## src/rtl/cim_sched_pkg.sv

```systemverilog
// cim_sched_pkg: scheduler state encoding, the array's state codes seen on cim_state,
// and the array read latency shared by the scheduler files.
package cim_sched_pkg;
    typedef enum logic [2:0] {IDLE, ACCUM, SWAP_ISSUE, SWAP_WAIT, SWEEP, FLUSH} sched_state_t;
    localparam logic [1:0] CIM_WAIT_TAG = 2'd0;
    localparam logic [1:0] CIM_SWAP     = 2'd2;
    localparam int         READ_LAT     = 2;
endpackage

```

## src/rtl/tag_fifo.sv

```systemverilog
// tag_fifo: show-ahead FIFO of neuron tags; push and pop in the same cycle are both
// honoured, so a full FIFO can accept a push alongside a pop.
module tag_fifo #(
    parameter int W          = 5,
    parameter int DEPTH_LOG2 = 5
) (
    input  logic         clk,
    input  logic         reset,
    input  logic         i_push,
    input  logic         i_pop,
    input  logic [W-1:0] i_din,
    output logic [W-1:0] o_dout,
    output logic         o_full,
    output logic         o_empty
);
    logic [W-1:0]        r_mem [2**DEPTH_LOG2];
    logic [DEPTH_LOG2:0] r_wr, r_rd;

    always_ff @(posedge clk or negedge reset)
        if (!reset) begin
            r_wr <= '0;
            r_rd <= '0;
        end else begin
            r_wr <= r_wr + {{DEPTH_LOG2{1'b0}}, i_push};
            r_rd <= r_rd + {{DEPTH_LOG2{1'b0}}, i_pop};
        end

    always_ff @(posedge clk)
        if (i_push) r_mem[r_wr[DEPTH_LOG2-1:0]] <= i_din;

    assign o_dout  = r_mem[r_rd[DEPTH_LOG2-1:0]];
    assign o_empty = r_wr == r_rd;
    // Pointers carry one extra wrap bit: equal low bits with differing wrap bit means full.
    assign o_full  = (r_wr ^ r_rd) == {1'b1, {DEPTH_LOG2{1'b0}}};
endmodule

```

## src/rtl/cim_step_scheduler.sv

```systemverilog
// cim_step_scheduler: sequences one compute-in-memory array per timestep (weights, spikes,
// swap, current sweep). Define CIM_SCHED_STATS_EN for per-step spike/cycle statistics.
module cim_step_scheduler
    import cim_sched_pkg::*;
#(
    parameter int NUMWIDTH        = 16,
    parameter int TAGBITS         = 5,
    parameter int FIFO_DEPTH_LOG2 = 5,
    parameter int STEPBITS        = 16
) (
    input  logic                clk,
    input  logic                reset,
    input  logic                step_start,
    output logic                step_done,
    output logic [STEPBITS-1:0] step_count,
    input  logic                cfg_valid,
    output logic                cfg_ready,
    input  logic [TAGBITS-1:0]  cfg_eff,
    input  logic [TAGBITS-1:0]  cfg_aff,
    input  logic [NUMWIDTH:0]   cfg_weight,
    input  logic                spike_valid,
    input  logic [TAGBITS-1:0]  spike_tag,
    output logic                spike_ready,
    output logic                spike_ovf,
    output logic                cur_valid,
    output logic [TAGBITS-1:0]  cur_tag,
    output logic [NUMWIDTH:0]   cur_data,
    output logic                cim_ld_en,
    output logic [TAGBITS-1:0]  cim_eff_tag,
    output logic [TAGBITS-1:0]  cim_aff_tag,
    output logic [NUMWIDTH:0]   cim_ld_weight,
    output logic                cim_fifo_empty,
    output logic [TAGBITS-1:0]  cim_fired_tag,
    input  logic                cim_req_deq,
    output logic                cim_swap,
    output logic                cim_read_en,
    output logic [TAGBITS-1:0]  cim_i_tag,
`ifdef CIM_SCHED_STATS_EN
    output logic [15:0]         stat_spikes,
    output logic [15:0]         stat_cycles,
`endif
    input  logic                cim_busy,
    input  logic [1:0]          cim_state,
    input  logic [NUMWIDTH:0]   cim_i_out
);
    localparam int NUMNEURONS = 2**TAGBITS;

    sched_state_t        r_state, w_next;
    logic [TAGBITS-1:0]  r_k;
    logic [1:0]          r_fl;
    logic                r_seen_swap;
    logic [READ_LAT-1:0] r_rv;
    logic [TAGBITS-1:0]  r_rt [READ_LAT];
    logic                r_done, r_ovf;
    logic [STEPBITS-1:0] r_cnt;
    logic                w_full, w_empty, w_push, w_pop, w_rd, w_fin;
    logic [TAGBITS-1:0]  w_head;

    assign w_pop  = cim_req_deq & ~w_empty;
    assign w_push = spike_valid & reset & (~w_full | w_pop);
    assign w_rd   = r_state == SWEEP;
    assign w_fin  = r_state == FLUSH && r_fl == 2'(READ_LAT-1);

    tag_fifo #(.W(TAGBITS), .DEPTH_LOG2(FIFO_DEPTH_LOG2)) u_fifo (
        .clk(clk), .reset(reset), .i_push(w_push), .i_pop(w_pop), .i_din(spike_tag),
        .o_dout(w_head), .o_full(w_full), .o_empty(w_empty)
    );

    always_comb begin
        w_next = r_state;
        case (r_state)
            IDLE:       w_next = step_start ? ACCUM : IDLE;
            ACCUM:      w_next = (w_empty & ~cim_busy & ~cim_req_deq) ? SWAP_ISSUE : ACCUM;
            SWAP_ISSUE: w_next = (cim_state == CIM_WAIT_TAG) ? SWAP_WAIT : SWAP_ISSUE;
            SWAP_WAIT:  w_next = (r_seen_swap && cim_state == CIM_WAIT_TAG) ? SWEEP : SWAP_WAIT;
            SWEEP:      w_next = (r_k == TAGBITS'(NUMNEURONS-1)) ? FLUSH : SWEEP;
            FLUSH:      w_next = w_fin ? IDLE : FLUSH;
            default:    w_next = IDLE;
        endcase
    end

    always_ff @(posedge clk or negedge reset)
        if (!reset) begin
            r_state     <= IDLE;
            r_k         <= '0;
            r_fl        <= '0;
            r_seen_swap <= 1'b0;
            r_rv        <= '0;
            for (int i = 0; i < READ_LAT; i++) r_rt[i] <= '0;
            r_done      <= 1'b0;
            r_cnt       <= '0;
            r_ovf       <= 1'b0;
        end else begin
            r_state     <= w_next;
            r_k         <= w_rd ? r_k + 1'b1 : '0;
            r_fl        <= (r_state == FLUSH) ? r_fl + 2'd1 : 2'd0;
            r_seen_swap <= (r_state == SWAP_WAIT) & (r_seen_swap | (cim_state == CIM_SWAP));
            r_rv        <= {r_rv[READ_LAT-2:0], w_rd};
            r_rt[0]     <= w_rd ? r_k : '0;
            for (int i = 1; i < READ_LAT; i++) r_rt[i] <= r_rt[i-1];
            r_done      <= w_fin;
            if (w_fin) r_cnt <= r_cnt + 1'b1;
            r_ovf       <= r_ovf | (spike_valid & w_full & ~w_pop);
        end

`ifdef CIM_SCHED_STATS_EN
    logic [15:0] r_spk, r_cyc;
    always_ff @(posedge clk or negedge reset)
        if (!reset) begin
            r_spk       <= '0;
            r_cyc       <= '0;
            stat_spikes <= '0;
            stat_cycles <= '0;
        end else begin
            if (r_state == IDLE && step_start) begin
                r_spk <= '0;
                r_cyc <= 16'd1;
            end else if (r_state != IDLE) begin
                r_cyc <= r_cyc + {15'd0, r_cyc != 16'hFFFF};
                if (r_state == ACCUM && w_pop) r_spk <= r_spk + {15'd0, r_spk != 16'hFFFF};
            end
            if (w_fin) begin
                stat_spikes <= r_spk;
                stat_cycles <= r_cyc + {15'd0, r_cyc != 16'hFFFF};
            end
        end
`endif

    // Ready flags are forced low while reset is held so every output sits at its reset value.
    assign cfg_ready      = reset & (r_state == IDLE) & ~step_start;
    assign spike_ready    = reset & ~w_full;
    assign spike_ovf      = r_ovf;
    assign cim_ld_en      = cfg_valid & cfg_ready;
    assign cim_eff_tag    = cim_ld_en ? cfg_eff : '0;
    assign cim_aff_tag    = cim_ld_en ? cfg_aff : '0;
    assign cim_ld_weight  = cim_ld_en ? cfg_weight : '0;
    assign cim_fifo_empty = w_empty | (r_state != ACCUM);
    assign cim_fired_tag  = w_empty ? '0 : w_head;
    assign cim_swap       = (r_state == SWAP_ISSUE) & (cim_state == CIM_WAIT_TAG);
    assign cim_read_en    = w_rd;
    assign cim_i_tag      = w_rd ? r_k : '0;
    assign cur_valid      = r_rv[READ_LAT-1];
    assign cur_tag        = r_rt[READ_LAT-1];
    assign cur_data       = cur_valid ? cim_i_out : '0;
    assign step_done      = r_done;
    assign step_count     = r_cnt;
endmodule

```

## config.mk

```make
export PLATFORM = sky130hd
export DESIGN_NAME = cim_step_scheduler
export DESIGN_NICKNAME = d
export VERILOG_FILES = /design/src/rtl/cim_sched_pkg.sv /design/src/rtl/tag_fifo.sv /design/src/rtl/cim_step_scheduler.sv
export SDC_FILE = /design/constraint.sdc
export NUM_CORES = 1
export LEC_CHECK = 0
export ABC_AREA = 1
export CORE_AREA = 5 5 163 165
export DETAILED_ROUTE_END_ITERATION = 7
export DIE_AREA = 0 0 168 170
export PLACE_DENSITY = 0.62
export SLEW_MARGIN = 15
export SYNTH_ARGS = -nofsm -noshare
export SYNTH_HDL_FRONTEND = slang
export SYNTH_SLANG_ARGS = --single-unit
export TNS_END_PERCENT = 20
```

## constraint.sdc

```tcl
create_clock -name clk -period 2.1 [get_ports clk]
set_clock_uncertainty 0.1 [all_clocks]
set_input_delay 0.315 -clock clk [delete_from_list [all_inputs] [get_ports clk]]
set_output_delay 0.315 -clock clk [all_outputs]
set_load 0.005 [all_outputs]
```

==> results.cfg, run 1 <==
[pwr]
internal_power_mw = 10.7
switching_share_pct = 37.3
clockPowerShare_pct = 23.8
combPwrFrac_pct = 46.9
netSwitchingPower_mw = 6.34
power_density_nw_per_um2 = 1170
cellLeakagePower_nw = 6.57
pwr-share-seq_pct = 29.3
ir_worst_vdd_v = 0.000700

[grt]
grt_max_degree = 53
grtUsageTotal_pct = 19.1
first_global_vias = 7861
grt_pass1_wl_um = 43200
antenna_found_initial = 0
grt_overflow = 0

[yosys]
synthFlopType = edfxtp_1
yosys_warnings = 0
synth-edff-count = 160
avgSynthCellArea_um2 = 9.42
syn_area_um2 = 9810
syn_inst = 1042
synth_area_leader_cell = edfxtp_1
ys_ff_latch = 213
synth_area_leaders = edfxtp_1 (49%), dfrtp_1 (14%), nand2_1 (11%), inv_1 (5.6%), nor2_1 (5.3%)
synth_top_area_share_pct = 49.0
ys_seq_area_share_pct = 62.5
yosysUniqueCellTypes = 32
ys_async_sr_fraction_pct = 24.9
synthesis.nets = 1108

[cts]
numCtsBuffers = 23
clock-sinks = 213
root_buffer = clkbuf_16
cts_buffer_depth = 3
path_clk_slew_ns = 0.06
cts_tree = yes
htree_levels = 1
clkLatencyLatePin_ns = 0.53

[finish]
seq_area_um2 = 6130
final_cells = 1649
nets = 1370
design_area_um2 = 14500
layout_commonest_cell = nand2_1
multi_input_area_um2 = 3840
n_antenna_cell = 0
drive_above_1_share_pct = 30.8
areaGrowthSynthToFinish_pct = 47.9
postLayoutCoreUtil_pct = 58.3
layout_common_cells = nand2_1 (249), edfxtp_1 (160), inv_1 (143)
fill_cells = 2050

[worst_setup_path]
setup.worst_path.class = flop to primary output
cp.arrival_ns = 2.19
cp.required_ns = 1.68
slowest_delay_ns = 0.45
cp_top_family = buffers and inverters
start_kind = flop
crit_chain = buf_6 > buf_12 > buf_8 > buf_6 > nand2_2 > nand2_2 > nand2_2 > nand3_2 > nand2_2 > nor2_4 > nor2_4 > nor2_4 > buf_2
worstReg2RegStart = u_fifo.r_rd[0]
reg2reg_setup_slack_ns = -0.25
crit_top_cell = nand2_2
r2r_end = u_fifo.r_rd[5]
critPathCaptureType = primary output
path_max_fanout = 6
worstRegToRegCells = 15
cp_slowest_cell = dfrtp_2
cp_num_buf_inv = 5

[run_status]
status = complete, but fails checks
violations = negative setup slack

[timing]
max_slew_margin_pct = 56.0
period_needed_ns = 2.60
tightest_slew_ns = 0.659
setup_violations = 184
rsz0062_at_grt = yes
final_hold_viol_count = 0
finalMaxSlewViolations = 0
min_period_over_period_pct = 124
max_freq_mhz = 384
whs_ns = 0.186
final.setup.worst_slack_ns = -0.505

[floorplanning]
die_width_um = 168
core_um2 = 24900
ios = 142
die_area_um2 = 28600
die_h_um = 170
initial_utilization_pct = 39.4
num_rows = 58

[placement]
dp.cells = 1568
portBuffers = 141
hpwl_um = 18500
postPlaceCellArea_um2 = 12300
place_ws_ns = -0.438
place.gp.congestion = 0.856

[routing]
routedWlPerCell_um = 17.7
firstDrtPassIters = 5
drtIter0Drc = 526
drc_errors = 0
num_vias = 7966
viasPerCell = 4.83
drt-total-wl_um = 29200
drtAntennaViolNets = 0

[flow_run]
drv_cap = 0

[worst_hold_path]
hp-class = input pin to asynchronous set/reset pin
how the worst max path moves through the flow:
stage | start | end | slack, ns | cells past startpoint
5_1_grt | u_fifo.r_rd[0] | cim_fired_tag[3] | -0.59 | 12
2_1_floorplan | u_fifo.r_rd[0] | u_fifo.r_wr[4] | 0.06 | 12
3_5_place_dp | u_fifo.r_rd[0] | cim_fired_tag[2] | -0.44 | 11
3_3_place_gp | u_fifo.r_rd[1] | cim_fired_tag[2] | -0.38 | 10
6_report | u_fifo.r_rd[0] | cim_fired_tag[0] | -0.50 | 13
4_1_cts | u_fifo.r_rd[0] | cim_fired_tag[0] | -0.51 | 11
cell families after synthesis:
kind of cell	count (synthesis)	share of synthesized area, %
adders and majority gates	8	1.02
xor gates and xnor gates	18	1.61
and+or+nand+nor	569	24.7
DFF	213	62.5
buffers and inverters	194	8.12
AOI/OAI and AO/OA	40	2.09
stage by stage:
stage               setup TNS (ns)  power (mW)
finish                      -25.43        17.0
global route                -43.74        17.8
detailed placement          -12.29        10.6
CTS                         -16.54        15.6
floorplan                        0        7.85
global placement             -9.40        10.6
synthesized netlist by cell type (10+ instances only):
master / n
clkbuf_1: 14
o21ai_0: 28
nor2_1: 138
edfxtp_1: 160
buf_2: 19
dfrtp_1: 53
inv_1: 147
buf_4: 10
nand2_1: 288
nor3_1: 13
nand3_1: 102
xor2_1: 11
worst register-to-register path: stages, from the launching register on:
cell and delay [ns]:
dfrtp_2 0.45, buf_6 0.14, buf_4 0.14, nand2_4 0.07, nand2_4 0.05, nor2_4 0.10, nand2_2 0.09, nor2_4 0.16
nand2_8 0.13, buf_6 0.16, nand2_2 0.04, inv_1 0.04, ha_2 0.19, buf_4 0.14, nand4_1 0.11, xnor2_1 0.13
power by group through the flow:
stage,Sequential [mW],Clock (mW),Combinational (mW)
2_1_floorplan,5.00,0,2.85
3_3_place_gp,5.03,0,5.57
3_5_place_dp,5.03,0,5.61
4_1_cts,4.96,4.12,6.56
5_1_grt,5.00,4.30,8.53
6_report,4.97,4.05,7.98
sequential cells by signal (all words and copies together), names as in the netlist:
| register | cells |
|---|---|
| r_k | 5 |
| u_fifo.r_rd | 6 |
| spike_ovf | 1 |
| r_rv | 2 |
| u_fifo.r_wr | 6 |
| r_rt | 5 |
| r_fl | 2 |
| step_done | 1 |
| cur_tag | 5 |
| step_count | 16 |
| r_seen_swap | 1 |
| r_state | 3 |
| u_fifo.r_mem | 160 |
cell type report:
type,count,area share (%)
clock buffer,25,4.02
clock inverter,15,1.14
inverter,149,3.94
multi-input combinational,635,26.5
sequential,213,42.3
tap,330,2.85
timing repair buffer,282,19.3
routing by layer:
metal	GRT usage (%)	share of wire (%)	up-vias
li1	-	-	3864
met1	25.3	42	3790
met2	32.4	50	248
met3	3.09	5.3	64
met4	6.32	3.2	0
met5	0	0	-
timing repair:
action | 4_1_cts | 5_1_grt
hold buffers | 1 | 0
endpoints found under the hold margin | 53 | 0
gates resized for setup | 287 | 209
pin swaps | 44 | 61
endpoints found under the setup margin | 196 | 217
setup buffers | 22 | 10
cloned | 5 | 3
Note: power is estimated with default switching activity, not from simulation.
==> run 2: changes to the inputs <==
CORE_AREA = 4 4 162 164   (was 5 5 163 165)
DIE_AREA = 0 0 166 168   (was 0 0 168 170)
==> results.cfg, run 2 (synthesis gave the netlist of run 1 again) <==
[run_status]
status = complete, but fails checks
violations = negative setup slack

[cts]
clkLatencyLatePin_ns = 0.52
clock-sinks = 213
cts_tree = yes
htree_levels = 1
root_buffer = clkbuf_16
numCtsBuffers = 24
cts_buffer_depth = 3
path_clk_slew_ns = 0.06

[timing]
final.setup.worst_slack_ns = -0.450
max_slew_margin_pct = 62.9
whs_ns = 0.250
rsz0062_at_grt = yes
min_period_over_period_pct = 121
setup_violations = 130
max_freq_mhz = 392
tightest_slew_ns = 0.557
finalMaxSlewViolations = 0
period_needed_ns = 2.55
final_hold_viol_count = 0
fin_setup_tns_ns = -11.18

[finish]
areaGrowthSynthToFinish_pct = 42.9
layout_commonest_cell = nand2_1
drive_above_1_share_pct = 27.0
postLayoutCoreUtil_pct = 56.3
largest_reg_flops = 160
final_cells = 1643
layout_common_cells = nand2_1 (257), edfxtp_1 (160), inv_1 (143)
n_antenna_cell = 0
nets = 1361

[routing]
firstDrtPassIters = 6
drtAntennaViolNets = 0
viasPerCell = 4.87
drtIter0Drc = 534
drt-total-wl_um = 27600
num_vias = 8006
drc_errors = 0
routedWlPerCell_um = 16.8

[floorplanning]
die_width_um = 166
die_area_um2 = 27900
ios = 142
die_h_um = 168
initial_utilization_pct = 39.4
num_rows = 58
core_um2 = 24900

[worst_setup_path]
critPathCaptureType = primary output
path_max_fanout = 4
start_kind = flop
setup.worst_path.class = flop to primary output
cp.required_ns = 1.68
cp.arrival_ns = 2.14

[placement]
dp.cells = 1564
place.gp.congestion = 0.853
hpwl_um = 18200
portBuffers = 141

[pwr]
power_density_nw_per_um2 = 1140
clockPowerShare_pct = 27.6
netSwitchingPower_mw = 5.70
combPwrFrac_pct = 41.4
p_total_mw = 16.0
cellLeakagePower_nw = 6.43
internal_power_mw = 10.3
ir_worst_vdd_v = 0.000585
pwr-share-seq_pct = 31.0
switching_share_pct = 35.6

[grt]
grtUsageTotal_pct = 18.9
antenna_found_initial = 0
first_global_vias = 8003
grt_max_degree = 43
grt_pass1_wl_um = 42600
grt_overflow = 0

[flow_run]
drv_cap = 0

[worst_hold_path]
hp-class = flop to flop
-- run 2: changes by cell type in the layout (fill, tap and decap cells not counted), moves of 3 or more --
cell,before,now
buf_2,31,34
buf_6,34,19
nand2_1,249,257
nand2_4,12,7
nand3_1,63,82
nand3_2,38,21
nor2_1,65,84
nor2_2,27,35
nor2_4,50,23
o21ai_1,12,9
-- run 2: stage by stage --
stage / area (um^2) / worst slack (ns)
4_1_cts: 13500 / -0.463
3_3_place_gp: 12200 / -0.337
2_1_floorplan: 9810 / 0.0599
3_5_place_dp: 12200 / -0.348
6_report: 14000 / -0.450
5_1_grt: 14000 / -0.528
-- run 2: layout make-up --
class | count | area, um^2
inverter | 149 | 576
multi-input combinational | 636 | 3500
clock inverter | 18 | 228
clock buffer | 26 | 618
sequential | 213 | 6130
fill | 2107 | 10900
timing repair buffer | 271 | 2560
tap | 330 | 413
-- run 2: timing repair --
action,CTS,global route
endpoints found under the hold margin,53,0
setup endpoints to repair,161,200
hold buffers,1,0
buffers inserted,17,17
gates resized for setup,236,159
cloned,3,1
pin swaps,30,44
-- run 2: worst max-delay path: stages, from the launching register on --
cell	delay (ns)
dfrtp_2	0.45
buf_6	0.16
buf_4	0.14
buf_4	0.13
nand2_1	0.09
nand3_2	0.10
a21oi_2	0.15
nor2_1	0.06
nand2_1	0.06
nand2_1	0.05
nor2_2	0.11
buf_2	0.13
-- run 2: power by group through the flow --
stage	Clock (mW)	Sequential (mW)	Combinational, mW
after floorplan	0	5.00	2.85
final	4.42	4.96	6.63
after global routing	4.67	4.98	7.20
after global placement	0	5.02	5.32
after detailed placement	0	5.02	5.35
after CTS	4.48	4.95	6.12
-- run 2: metal layers --
metal,vias to the layer above,wire length (um),global-route usage (%)
li1,3849,-,-
met4,0,705,5.34
met1,3852,11600,25.0
met3,57,1390,2.47
met2,248,13800,32.8
met5,-,0,0
-- run 2: worst paths after layout --
path	start	to	slack, ns	depth (start not counted)
min in group asynchronous	reset	r_rt[9]	0.26	3
max in group asynchronous	reset	u_fifo.r_rd[0]	1.03	3
hold / removal	r_rt[5]	cur_tag[0]	0.25	0
hold reg to reg	r_rt[5]	cur_tag[0]	0.25	0
setup reg to reg	u_fifo.r_rd[0]	u_fifo.r_rd[4]	-0.12	14
setup / recovery	u_fifo.r_rd[0]	cim_fired_tag[0]	-0.45	11
==> run 3: changes to the inputs <==
CORE_AREA = 4 4 147 149   (was 4 4 162 164)
DIE_AREA = 0 0 151 153   (was 0 0 166 168)
PLACE_DENSITY = 0.74   (was 0.62)
==> results.cfg, run 3 (synthesis gave the netlist of run 1 again) <==
[run_status]
status = complete, but fails checks
violations = negative setup slack

[worst_setup_path]
path_max_fanout = 15
cp_top_family = buffers and inverters
start_kind = flop
cp.arrival_ns = 2.17
cp_slowest_cell = dfrtp_2
slowest_delay_ns = 0.42
crit_top_cell = nand2_1
critPathCaptureType = primary output
setup.worst_path.class = flop to primary output
cp_num_buf_inv = 4
cp.required_ns = 1.68
crit_chain = buf_6 > buf_12 > buf_16 > nand2_1 > nand3_1 > a21oi_1 > nor2_1 > nand2_1 > nand2_2 > nor2_2 > buf_2

[worst_hold_path]
hp-class = flop to flop

[routing]
drtIter0Drc = 615
firstDrtPassIters = 8
drt-total-wl_um = 28200
drtAntennaViolNets = 0
routedWlPerCell_um = 17.9
viasPerCell = 5.08
drc_errors = 0
num_vias = 8004

[placement]
portBuffers = 141
hpwl_um = 17700
place.gp.congestion = 0.934
place_ws_ns = -0.275
dp.cells = 1499
postPlaceCellArea_um2 = 12100

[cts]
cts_tree = yes
htree_levels = 1
numCtsBuffers = 23
clock-sinks = 213
root_buffer = clkbuf_16
clkLatencyLatePin_ns = 0.51
cts_buffer_depth = 3
path_clk_slew_ns = 0.06

[timing]
fin_setup_tns_ns = -19.55
min_period_over_period_pct = 123
period_needed_ns = 2.58
max_slew_margin_pct = 65.4
finalMaxSlewViolations = 0
tightest_slew_ns = 0.520
final_hold_viol_count = 0
final.setup.worst_slack_ns = -0.484
setup_violations = 203
whs_ns = 0.251
rsz0062_at_grt = yes
max_freq_mhz = 387

[finish]
nets = 1355
layout_common_cells = nand2_1 (255), edfxtp_1 (160), inv_1 (142)
design_area_um2 = 14100
layout_commonest_cell = nand2_1
areaGrowthSynthToFinish_pct = 43.5
n_antenna_cell = 0
postLayoutCoreUtil_pct = 69.8
drive_above_1_share_pct = 27.5
largest_reg_flops = 160
final_cells = 1576

[floorplanning]
ios = 142
core_um2 = 20200
num_rows = 52
die_h_um = 153
die_area_um2 = 23100
die_width_um = 151
initial_utilization_pct = 48.6

[flow_run]
drv_cap = 0

[grt]
grtUsageTotal_pct = 23.4
antenna_found_initial = 0
grt_max_degree = 41
grt_pass1_wl_um = 42400
first_global_vias = 7918
grt_overflow = 0

[pwr]
ir_worst_vdd_v = 0.000783
power_density_nw_per_um2 = 1140
cellLeakagePower_nw = 6.40
p_total_mw = 16.0
==> run 3: cell count changes in the layout (fill, tap and decap cells not counted), sizes merged, moves of 3 or more <==
| cell | change |
|---|---|
| buf | -3 |
| bufinv | -4 |
| clkbuf | +9 |
| clkinv | -9 |
| clkinvlp | -3 |
| inv | +3 |
==> run 3: path summary, 6_finish.rpt <==
kind	end	slack (ns)	depth (start not counted)	from
setup / recovery	cim_fired_tag[2]	-0.48	11	u_fifo.r_rd[0]
hold / removal	cur_tag[0]	0.25	0	r_rt[5]
setup reg to reg	u_fifo.r_rd[4]	-0.29	16	u_fifo.r_rd[0]
hold reg to reg	cur_tag[0]	0.25	0	r_rt[5]
max in group asynchronous	u_fifo.r_rd[0]	1.10	3	reset
min in group asynchronous	r_k[2]	0.27	3	reset
==> run 3: final cells by class <==
cell class | count | area (um^2)
Timing Repair Buffer | 267 | 2620
Clock inverter | 5 | 60.1
Multi-Input combinational cell | 635 | 3680
Fill cell | 1365 | 6090
Sequential cell | 213 | 6130
Inverter | 149 | 574
Tap cell | 270 | 338
Clock buffer | 37 | 683
==> run 3: what timing repair did <==
| item | 4_1_cts | 5_1_grt |
|---|---|---|
| endpoints found under the setup margin | 92 | 222 |
| hold buffers | 1 | 0 |
| endpoints found under the hold margin | 53 | 0 |
| gates cloned | 8 | 1 |
| buffers inserted | 19 | 13 |
| pin swaps | 37 | 48 |
| gates resized for setup | 260 | 172 |
==> run 3: power by group <==
part | internal [mW] | leakage (nW) | total (mW) | switching, mW
logic | 2.98 | 3.90 | 7.11 | 4.12
clock network | 2.36 | 0.360 | 3.94 | 1.58
registers | 4.78 | 2.15 | 4.95 | 0.161
==> run 3: metal layers <==
layer	GRT usage [%]	up-vias	part of all wire [%]
li1	-	3825	-
met1	30.0	3805	39
met2	39.7	303	51
met3	4.95	71	6.5
met4	7.47	0	3.1
met5	0	-	0
